$ cat config.mk
export PLATFORM = sky130hd
export DESIGN_NAME = uart_transmitter_flat
export DESIGN_NICKNAME = d
export VERILOG_FILES = /design/src/rtl/uart_transmitter_if.sv /design/src/rtl/uart_transmitter.sv /design/src/flat_wrapper.sv
export SDC_FILE = /design/constraint.sdc
export NUM_CORES = 1
export LEC_CHECK = 0
export BUFFER_PORTS_ARGS = -buffer_cell sky130_fd_sc_hd__buf_2
export CORE_MARGIN = 2
export CORE_UTILIZATION = 56
export CTS_BUF_LIST = sky130_fd_sc_hd__clkbuf_4
export DETAILED_ROUTE_END_ITERATION = 10
export PLACE_DENSITY = 0.78
export SLEW_MARGIN = 10
export SYNTH_ARGS = -nofsm -noshare
export SYNTH_HDL_FRONTEND = slang
export SYNTH_SLANG_ARGS = --single-unit
$ cat constraint.sdc
create_clock -name clk -period 4.8 [get_ports clk]
set_input_delay 0.96 -clock clk [delete_from_list [all_inputs] [get_ports clk]]
set_output_delay 0.96 -clock clk [all_outputs]
set_load 0.01 [all_outputs]
$ cat src/rtl/uart_transmitter_if.sv
// Parallel-side signals of the UART transmitter, plus the FSM state for
// observation.
//
// Handshake: tx_en is a start request, sampled every clk. It is accepted only
// while busy is low. busy rises on the accepting edge and stays high until the
// stop bit ends. done is a one-clk pulse on that same edge. There is no
// backpressure and no queuing: a request made while busy is high is dropped.
interface uart_transmitter_if #(
  parameter int WIDTH = 8
);
  logic             BCLK;
  logic             tx_en;
  logic [WIDTH-1:0] tx_data;
  logic             tx;
  logic             busy;
  logic             done;
  logic [2:0]       state;

  modport master (
    output BCLK, tx_en, tx_data,
    input  tx, busy, done, state
  );

  modport slave (
    input  BCLK, tx_en, tx_data,
    output tx, busy, done, state
  );
endinterface

$ cat src/rtl/uart_transmitter.sv
// UART transmitter. It sends a start bit, then WIDTH data bits MSB first, then
// an optional parity bit, then one stop bit. Every bit boundary falls on a BCLK
// tick. tx is driven straight from a flop, so the line never glitches.
module uart_transmitter #(
  parameter int WIDTH      = 8,
  parameter int PARITY_EN  = 0,
  parameter int PARITY_ODD = 0
) (
  input  logic                clk,
  input  logic                arst,
  uart_transmitter_if.slave   bus
);

  localparam int CNT_W = (WIDTH > 1) ? $clog2(WIDTH) : 1;

  typedef enum logic [2:0] {
    IDLE   = 3'd0,
    LOAD   = 3'd1,
    START  = 3'd2,
    DATA   = 3'd3,
    PARITY = 3'd4,
    STOP   = 3'd5
  } state_e;

  state_e             state_q, state_d;
  logic               tx_q, tx_d;
  logic               busy_q, busy_d;
  logic               done_q, done_d;
  logic               par_q, par_d;
  logic [WIDTH-1:0]   shift_q, shift_d;
  logic [CNT_W-1:0]   cnt_q, cnt_d;

  // Next-state and output decode. Outside IDLE, every transition waits for a
  // BCLK tick.
  always_comb begin
    state_d = state_q;
    tx_d    = tx_q;
    busy_d  = busy_q;
    done_d  = 1'b0;
    par_d   = par_q;
    shift_d = shift_q;
    cnt_d   = cnt_q;
    case (state_q)
      IDLE: begin
        tx_d = 1'b1;
        if (bus.tx_en) begin
          // Parity is taken from the whole byte here, because shifting
          // destroys the byte as it is sent.
          shift_d = bus.tx_data;
          par_d   = (^bus.tx_data) ^ (PARITY_ODD != 0);
          busy_d  = 1'b1;
          state_d = LOAD;
        end
      end
      LOAD: begin
        if (bus.BCLK) begin
          tx_d    = 1'b0;
          state_d = START;
        end
      end
      START: begin
        if (bus.BCLK) begin
          tx_d    = shift_q[WIDTH-1];
          cnt_d   = CNT_W'(WIDTH - 1);
          state_d = DATA;
        end
      end
      DATA: begin
        if (bus.BCLK) begin
          if (cnt_q != '0) begin
            shift_d = shift_q << 1;
            tx_d    = shift_d[WIDTH-1];
            cnt_d   = cnt_q - CNT_W'(1);
          end else if (PARITY_EN != 0) begin
            tx_d    = par_q;
            state_d = PARITY;
          end else begin
            tx_d    = 1'b1;
            state_d = STOP;
          end
        end
      end
      PARITY: begin
        if (bus.BCLK) begin
          tx_d    = 1'b1;
          state_d = STOP;
        end
      end
      STOP: begin
        if (bus.BCLK) begin
          busy_d  = 1'b0;
          done_d  = 1'b1;
          state_d = IDLE;
        end
      end
      default: begin
        tx_d    = 1'b1;
        busy_d  = 1'b0;
        state_d = IDLE;
      end
    endcase
  end

  // State and output registers. Reset abandons any frame in flight without
  // producing a done pulse.
  always_ff @(posedge clk or posedge arst) begin
    if (arst) begin
      state_q <= IDLE;
      tx_q    <= 1'b1;
      busy_q  <= 1'b0;
      done_q  <= 1'b0;
      par_q   <= 1'b0;
      shift_q <= '0;
      cnt_q   <= '0;
    end else begin
      state_q <= state_d;
      tx_q    <= tx_d;
      busy_q  <= busy_d;
      done_q  <= done_d;
      par_q   <= par_d;
      shift_q <= shift_d;
      cnt_q   <= cnt_d;
    end
  end

  assign bus.tx    = tx_q;
  assign bus.busy  = busy_q;
  assign bus.done  = done_q;
  assign bus.state = state_q;

endmodule

$ cat src/flat_wrapper.sv
// flat-port wrapper written by rule: the top's interface ports become plain ports
module uart_transmitter_flat 
#(
  parameter int WIDTH      = 8,
  parameter int PARITY_EN  = 0,
  parameter int PARITY_ODD = 0
)
  (clk, arst, bus_BCLK, bus_tx_en, bus_tx_data, bus_tx, bus_busy, bus_done, bus_state);
  uart_transmitter_if #(.WIDTH(WIDTH)) bus_i ();
  input  logic clk;
  input  logic arst;
  input wire logic [$bits(bus_i.BCLK)-1:0] bus_BCLK;
  input wire logic [$bits(bus_i.tx_en)-1:0] bus_tx_en;
  input wire logic [$bits(bus_i.tx_data)-1:0] bus_tx_data;
  output wire logic [$bits(bus_i.tx)-1:0] bus_tx;
  output wire logic [$bits(bus_i.busy)-1:0] bus_busy;
  output wire logic [$bits(bus_i.done)-1:0] bus_done;
  output wire logic [$bits(bus_i.state)-1:0] bus_state;
  assign bus_i.BCLK = bus_BCLK;
  assign bus_i.tx_en = bus_tx_en;
  assign bus_i.tx_data = bus_tx_data;
  assign bus_tx = bus_i.tx;
  assign bus_busy = bus_i.busy;
  assign bus_done = bus_i.done;
  assign bus_state = bus_i.state;
  uart_transmitter #(.WIDTH(WIDTH), .PARITY_EN(PARITY_EN), .PARITY_ODD(PARITY_ODD)) u_core (.clk(clk), .arst(arst), .bus(bus_i));
endmodule
; Word-level counts from Yosys, hierarchy flattened
; Cells that the tools add are included.
[classes]
eq_ne = 13
bitwise = 2
muxes = 26
reduce_logical = 10
addsub = 1
[ops]
columns = cell, n
row1 = 3-bit two-way mux, 10
row2 = 8-bit two-way mux, 3
row3 = 3-bit case mux with 6 select lines, 1
row4 = 8-bit case mux with 2 select lines, 1
row5 = 2-bit inequality test (second input constant), 7
row6 = 1-bit two-way mux, 8
row7 = 4-bit AND reduction, 2
row8 = 7-bit AND reduction, 1
row9 = 3-bit by 2-bit == test with 1-bit output (second input constant), 2
row10 = 3-bit == test (second input constant), 2
row11 = 3-bit case mux with 2 select lines, 1
row12 = 1-bit case mux with 5 select lines, 1
row13 = 5-bit AND reduction, 1
row14 = 2-bit nonzero test, 2
row15 = 4-bit OR reduction, 1
row16 = 3-bit by 1-bit == test with 1-bit output (second input constant), 1
row17 = 3-bit logical NOT, 1
row18 = 1-bit case mux with 3 select lines, 1
row19 = 3-bit AND reduction, 1
row20 = 3-bit nonzero test, 1
row21 = 3-bit by 1-bit subtractor with 3-bit output (second input constant), 1
row22 = 2-bit by 1-bit inequality test with 1-bit output (second input constant), 1
row23 = 1-bit NOT, 2
[word_totals]
inputBits = 12
output_inout_bits = 6
reg_bits = 17

; Logic depth before layout (Yosys ltp)
; Gate-level depths: netlist of the first run.
[logic_depth]
ltp_word = 4
depth_mapped = 5

; Worst setup path after synthesis of the first run
; OpenSTA, ideal clock, no wires.
[synth_timing]
path_type = input-to-reg
from = input port bus_tx_en
to = register u_core.shift_q[1]
stages = 3
slack_ns = 2.733
path_buffers = 0
t_required_ns = 4.675
setup_ns = 0.125
arrival_ns = 1.943
cell_sequence = or3b_4 -> o32ai_4 -> mux2_2
[synth_between]
elab_chain_len = 2
[synth_rtl]
columns = item, line_no
row1 = start: declaration, flat_wrapper.sv:13  ; input wire logic [$bits(bus_i.tx_en)-1:0] bus_tx_en;
row2 = 2-bit inequality test (no source line), -
row3 = 4-bit AND reduction (no source line), -
row4 = end signal: assignment, uart_transmitter.sv:121  ; shift_q <= shift_d;
row5 = end: declaration, uart_transmitter.sv:30  ; logic [WIDTH-1:0] shift_q, shift_d;
; Every way passes these cells.
; A chain may end at the register's enable or synchronous reset.

; Worst setup path after layout of the first run
[layout_timing]
from = register u_core.state_q[2] (netlist: u_core.bus.state[2])
to = output port bus_state[2]
[layout_lines]
columns = item, line_no
row1 = start: declaration, uart_transmitter.sv:25  ; state_e state_q, state_d;
row2 = start signal: assignment, uart_transmitter.sv:116  ; state_q <= state_d;
row3 = end: declaration, flat_wrapper.sv:18  ; output wire logic [$bits(bus_i.state)-1:0] bus_state;
; No word-level cell between the ends.

==> key figures, run 1 <==
Place
  • Post-DP HPWL: around 1200 um
  • GPL Wtd Cong: around 0.77
  • Port Buffers: 17
  • Place WS: between 2 and 2.5 ns
  • Post-placement cell count: 112

Detailed routing
  • Drt drc: 0
  • Via count: between 600 and 700
  • Detailed Route WL: between 1500 and 2000 um
  • Via density: 5.57
  • Routed Antenna Nets: 0
  • Pre-antenna DRT Iters: 4
  • Routed wire length per instance: about 13 um
  • Initial detailed-routing violation count: 10

Cells and area
  • Layout Cells excl Fill: ~120
  • P&R area growth vs syn: 12.0%
  • Layout cells sized above 1: 0.410
  • Nets: 115
  • Diodes inserted: 0
  • Fill cell count: 129

Critical path
  • Worst path top cell family by delay: flip-flops
  • Arrival @ worst endpoint: 1.13 ns
  • CP cell instances: buf_2
  • CP Data Required Time: 3.84 ns
  • Crit. End Element: output port
  • CP bufs+invs: 1
  • Kind of critical path: flip-flop to output port
  • CP max stage delay: about 0.63 ns
  • Critical path's slowest cell: dfrtp_1
  • Nature of the critical path startpoint: flip-flop
  • Crit Path Max Fanout: 14

Global routing
  • Largest net degree at the start of global routing: 18
  • GRT Total Usage: 0.190
  • First-pass GRT wire length: ~2800 um
  • Global route overflow: 0
  • Vias in the first global route: 651
  • Antenna violations before repair: 0

Timing
  • Final setup viols: 0
  • Post-route clock period utilization: 0.436
  • Clock Skews: about 0.0093 ns
  • Setup TNS: 0 ns
  • FMAX: ~0.48 GHz
  • Final hold vios: 0
  • Setup ws final: ~2.7 ns
  • Worst-margin pin slew: between 0.6 and 0.7 ns
  • Slew margin rel.: 0.586
  • Min Tclk post-route: ~2.1 ns
  • RSZ-0062 raised after global routing: false
  • Max-slew violations: 0

Floorplan
  • Row cnt: 14
  • Die Ht: roughly 45 um
  • IO Pins: 18
  • Die ar.: slightly above 2000 um2
  • Die W: 44.9 um
  • Initial Util: 0.607
  • Placeable Area: between 1500 and 2000 um2

Synth
  • Number of synthesized flops with an enable pin: 0
  • Primary FF master, synth: dfrtp_1
  • Mapped cell area: between 900 and 1000 um2
  • Synth warn: 0
  • Yosys reg bits: 17
  • Sequential fraction of the synthesis area: 0.456
  • Synth async-reset ratio: 1.00
  • Synth Instances: 82
  • Yosys cell types: 31
  • Synth area leader: dfrtp_1
  • Yosys top cell area share: 0.428
  • Syn Area/Cell: between 10 and 15 um2
  • Post-synth net total: 96
  • Area contributors post-synth: dfrtp_1 (43%), mux2_2 (17%), inv_1 (4.0%)

Power
  • VDD IR max: 0.330 mV
  • Overall power: between 0.0006 and 0.0007 W
  • Power per cell area: ~600 nW/um2
  • Leakage: roughly 0.51 nW

Worst hold path
  • Hold crit path type: flip-flop to flip-flop

CTS
  • Hold_buf cts: 0
  • Clock Path Buffers: 2
  • PostCTS Resize Cnt: 0
  • Postcts setup bufs: 0
  • CTS Buf Count: 3
  • Root buf cell: clkbuf_4
  • CTS tree: yes
  • Clock Sinks: 17
  • Clk_lat worst skew: around 0.29 ns
  • CTS clk-pin slew, worst paths: 0.11 ns
  • H-tree Lvls: 1

Status
  • Status: finished, final reports clean

Run
  • Max-Cap Viols: 0
[cell type report]
cell class | count | area [um2] | share of cell area
inverters | 10 | 37.5 | 0.0358
multi-input cells | 52 | 452 | 0.431
clock buffers | 3 | 22.5 | 0.0215
flip-flops and latches | 17 | 427 | 0.407
repair buffers | 17 | 85.1 | 0.0811
well taps | 16 | 20.0 | 0.0191
clock inverters | 1 | 5.00 | 0.00477
[report_power, final]
group,internal (W),leakage (nW),switching [W]
Sequential,0.000208,0.200,0.0000479
Combinational,0.000166,0.291,0.000132
Clock,0.0000309,0.0177,0.0000456
[stage by stage]
stage	util	cell area (um2)	hold WS, ns
floorplan	-	936	0.475
global placement	0.662	1020	0.485
detailed placement	0.662	1020	0.495
CTS	0.680	1050	0.519
global route	0.680	1050	0.539
finish	0.680	1050	0.517
[cell families (layout without fill, tap and decap cells)]
logic type / count (synthesis) / after routing / synth area share
flip-flops: 17 / 17 / 0.456
buffers and inverters: 13 / 31 / 0.0615
multiplexers: 16 / 16 / 0.190
AND/OR/NAND/NOR: 13 / 13 / 0.0869
AO/OA/AOI/OAI: 21 / 21 / 0.179
adder cells (fa/ha/maj): 2 / 2 / 0.0267
[cell usage after synthesis (2+ instances only)]
cell / n
a22oi_1: 2
mux2_2: 14
dfrtp_1: 16
inv_1: 10
o21ai_0: 5
nor2_1: 2
nor3_1: 2
mux2i_1: 2
ha_1: 2
nand2_1: 3
a21oi_1: 3
a21o_1: 2
[layer usage]
metal,global-route usage,vias up,share of wire,wire length (um)
met5,0,-,0,0
met4,0.0882,0,0.012,18
met3,0.0240,2,0.023,36
met2,0.330,8,0.48,745
met1,0.233,306,0.48,738
li1,-,330,-,-
[worst paths after layout]
kind	from	to	slack, ns	cells past startpoint
worst min-delay path	u_core.bus.busy	u_core.bus.busy	0.52	1
max in group asynchronous	arst	u_core.cnt_q[1]	3.67	2
worst min register to register	u_core.bus.busy	u_core.bus.busy	0.52	1
worst max-delay path	u_core.bus.state[2]	bus_state[2]	2.71	1
min in group asynchronous	arst	u_core.bus.state[1]	0.73	2
worst max register to register	u_core.bus.state[2]	u_core.shift_q[3]	2.88	3
[state kept, by name, indices dropped and copies added, names as in the netlist]
name	flops
u_core.shift_q	8
u_core.bus.state	3
u_core.cnt_q	3
u_core.bus.busy	1
u_core.bus.done	1
u_core.bus.tx	1
[worst register-to-register path, delay by kind of cell (launching register included)]
kind             cells  cell delay, ns
flip-flops           1            0.55
AND/OR/NAND/NOR      1            0.35
AO/OA/AOI/OAI        1            0.51
multiplexers         1            0.39
[cells in the final DEF (no fill, tap or decap), types with 2 or more instances in the layout]
master / Yosys / final
inv_1: 10 / 10
ha_1: 2 / 2
mux2_2: 14 / 14
nand2_1: 3 / 3
a22oi_1: 2 / 2
o21ai_0: 5 / 5
clkbuf_4: 0 / 3
buf_2: 1 / 17
nor2_1: 2 / 2
a21oi_1: 3 / 3
dfrtp_1: 16 / 16
nor3_1: 2 / 2
mux2i_1: 2 / 2
a21o_1: 2 / 2
Note: power is estimated with default switching activity, not from simulation.
==> inputs of run 2 (changes only) <==
Settings changed: ABC_AREA set to 1, PLACE_DENSITY 0.78 to 0.77.
Clock period 4.8 ns to 2.1 ns, I/O delays scaled along.
==> run 2 against run 1 <==
Against the previous run: largest cell class unchanged; highest routed layer unchanged; clock power is 140% higher; cell count up 52%; synthesized cell count increased by 70%; hold slack worse by 0.32 ns; critical endpoint is now u_core.shift_q[2].
==> key figures, run 2 <==
Global routing
  • Antenna violations before repair: 0 (unchanged)
  • First-pass GRT wire length: 3150 um (+14%)
  • Largest net degree at the start of global routing: 18 (unchanged)
  • Global route overflow: 0 (unchanged)
  • Vias in the first global route: 813 (+25%)
  • GRT Total Usage: 0.211 (+0.0213)

CTS
  • CTS tree: yes
  • Hold_buf cts: 0 (unchanged)
  • Clk_lat worst skew: 0.29 ns (about the same)
  • PostCTS Resize Cnt: 0 (unchanged)
  • Root buf cell: clkbuf_4
  • CTS Buf Count: 3 (unchanged)
  • Postcts setup bufs: 0 (unchanged)
  • Clock Path Buffers: 2 (unchanged)
  • H-tree Lvls: 1 (unchanged)
  • Clock Sinks: 17 (unchanged)
  • CTS clk-pin slew, worst paths: 0.11 ns (about the same)

Critical path
  • Most frequent cell on the critical path: nand2_1
  • Critical Path Source: u_core.bus.state[0]
  • CP Data Required Time: 2.34 ns (-1.50 ns)
  • Nature of the critical path startpoint: flip-flop
  • Arrival @ worst endpoint: 1.68 ns (+0.55 ns)
  • FF-to-FF path depth: 8 (+5)
  • CP max stage delay: 0.47 ns (-0.16 ns)
  • CP endpoint: u_core.shift_q[2]
  • RR Startpoint: u_core.bus.state[0]
  • CP cell instances: nand2_1 > nor2_2 > nand2_1 > nand2_2 > nand3_4 > inv_2 > nand2_1 > nand2_1
  • Worst reg2reg endpoint: u_core.shift_q[2]
  • Critical path's slowest cell: dfrtp_1
  • Crit. End Element: flip-flop
  • Crit Path Max Fanout: 10 (-4)
  • Kind of critical path: flip-flop to flip-flop
  • Reg2reg setup slack: 0.66 ns (-2.22 ns)

Timing
  • Setup ws final: 0.659 ns (-2.05 ns)
  • Clock Skews: 0.00684 ns (-0.00249 ns)
  • Min Tclk post-route: around 1.4 ns
  • Post-route clock period utilization: 0.686
  • Final setup viols: 0 (unchanged)
  • RSZ-0062 raised after global routing: false
  • Slew margin rel.: 0.559 (-0.0266)
  • FMAX: 0.694 GHz
  • Final hold vios: 0 (unchanged)
  • Worst-margin pin slew: 0.660 ns (+0.0399 ns)
  • Setup TNS: 0 ns (unchanged)
  • Fin Hold WS: 0.198 ns (-0.319 ns)
  • Max-slew violations: 0 (unchanged)

Status
  • Status: finished, final reports clean

Detailed routing
  • Routed Antenna Nets: 0 (unchanged)
  • Pre-antenna DRT Iters: 4 (unchanged)
  • Via density: 5.16 (-7.4%)
  • Routed wire length per instance: 10.8 um (-19%)
  • Drt drc: 0 (unchanged)
  • Detailed Route WL: 1900 um (+23%)
  • Initial detailed-routing violation count: 24 (+14)
  • Via count: 908 (+41%)

Synth
  • Synth Instances: 139 (+70%)
  • Sequential fraction of the synthesis area: 0.438 (-0.0181)
  • Yosys reg bits: 17 (unchanged)
  • Synth async-reset ratio: 1.00 (unchanged)
  • Primary FF master, synth: dfrtp_1
  • Mapped cell area: 975 um2 (+4.1%)
  • Number of synthesized flops with an enable pin: 0 (unchanged)
  • Cell with the most instances after synthesis: nand2_1
  • Post-synth net total: 153 (+59%)
  • Syn Area/Cell: 7.01 um2 (-39%)
  • Synth area leader: dfrtp_1
  • Area contributors post-synth: dfrtp_1 (41%), nand2_1 (28%), inv_1 (4.6%)
  • Synth top cells by count: nand2_1 (73), dfrtp_1 (16), inv_1 (12)
  • Yosys top cell area share: 0.411 (-0.0170)
  • Synth warn: 0 (unchanged)
  • Yosys cell types: 19 (-39%)

Worst hold path
  • Hold crit path type: input port to async pin

Floorplan
  • Initial Util: 0.577 (-0.0301)
  • Placeable Area: 1690 um2 (+9.6%)
  • Die Ht: 45.7 um (+1.9%)
  • IO Pins: 18 (unchanged)
  • Row cnt: 15 (+1)
  • Die W: 45.7 um (+1.9%)
  • Die ar.: 2090 um2 (+3.8%)

Power
  • Int Power: 0.000890 W (+120%)
  • Switch Pwr: 0.000840 W (+270%)
  • Reg power frac: 0.346 (-0.060)
  • Overall power: 0.00173 W (+170%)
  • VDD IR max: 0.788 mV (+140%)
  • Clock power frac: 0.106 (-0.015)
  • Sw frac: 0.485 (+0.128)
  • Leakage: 0.664 nW (+31%)
  • Power per cell area: 1580 nW/um2 (+160%)
  • Power share of the combinational group: 0.549 (+0.076)

Cells and area
  • Final Util: 0.647 (-0.0328)
  • Nets: 174 (+51%)
  • Max reg flops: 8 (unchanged)
  • Register with the most flip-flops: u_core.shift_q
  • Most frequent cells in the layout: nand2_1 (73), buf_2 (17), dfrtp_1 (16), inv_1 (12)
  • Fill cell count: 158 (+22%)
  • Diodes inserted: 0 (unchanged)
  • Most common cell after layout, fill and taps aside: nand2_1
  • Layout cells sized above 1: 0.189 (-0.221)
  • P&R area growth vs syn: 12.2%

Place
  • GPL Wtd Cong: 0.880 (+14%)
  • Port Buffers: 17 (unchanged)
  • Place WS: 0.672 ns (-1.78 ns)
  • Post-DP HPWL: 1420 um (+22%)

Run
  • Max-Cap Viols: 0 (unchanged)
[run 2: cell types whose count changed in the layout (fill, tap and decap cells not counted), moves of 4 or more]
cell	previous run	this run
nor2_1	2	6
mux2_2	14	0
nand2_1	3	73
nand3_1	0	5
[run 2: how the worst min path moves through the flow]
stage / startpoint / endpoint / slack [ns] / cells past startpoint
detailed placement: u_core.shift_q[4] / u_core.shift_q[4] / 0.47 / 2
finish: arst / u_core.shift_q[2] / 0.20 / 2
floorplan: arst / u_core.bus.busy / 0.35 / 1
global route: arst / u_core.shift_q[2] / 0.26 / 2
global placement: u_core.cnt_q[2] / u_core.cnt_q[2] / 0.47 / 2
CTS: arst / u_core.shift_q[1] / 0.22 / 2
[run 2: through the flow]
step / cells / cell area [um2]
final: 176 / 1090
after global routing: 176 / 1090
after CTS: 176 / 1090
after detailed placement: 172 / 1070
after global placement: 172 / 1070
after floorplan: 139 / 975
[run 2: layout make-up]
type                            instances  area [um2]  share of cell area
Inverter                               14        52.6              0.0481
Sequential cell                        17         427               0.390
Clock buffer                            3        22.5              0.0206
Tap cell                               17        21.3              0.0195
Multi-Input combinational cell        106         473               0.432
Clock inverter                          1        5.00             0.00458
Timing Repair Buffer                   18        92.6              0.0847
[run 2: power groups by stage]
stage	clock network (W)	logic (W)	registers [W]
after global placement	0	0.000943	0.000602
after floorplan	0	0.000747	0.000610
final	0.000183	0.000949	0.000598
after global routing	0.000194	0.00111	0.000617
after CTS	0.000187	0.000956	0.000596
after detailed placement	0	0.000950	0.000603
[run 2: worst max-delay path: cells and delay by family (launching register included)]
family / cells / cell delay, ns
DFF: 1 / 0.47
and+or+nand+nor: 7 / 0.78
buffers and inverters: 1 / 0.14
[run 2: cell families (layout without fill, tap and decap cells)]
family	Yosys count	in the layout	share of synthesized area
compound gates	12	12	0.0642
buf+inv	16	36	0.0770
flops	17	17	0.438
fa+ha+maj	2	2	0.0257
simple gates	92	92	0.395
[run 2: layer usage]
metal,part of all wire,global-route usage
met5,0,0
met4,0.011,0.126
met3,0.042,0.0278
met1,0.46,0.244
met2,0.49,0.366
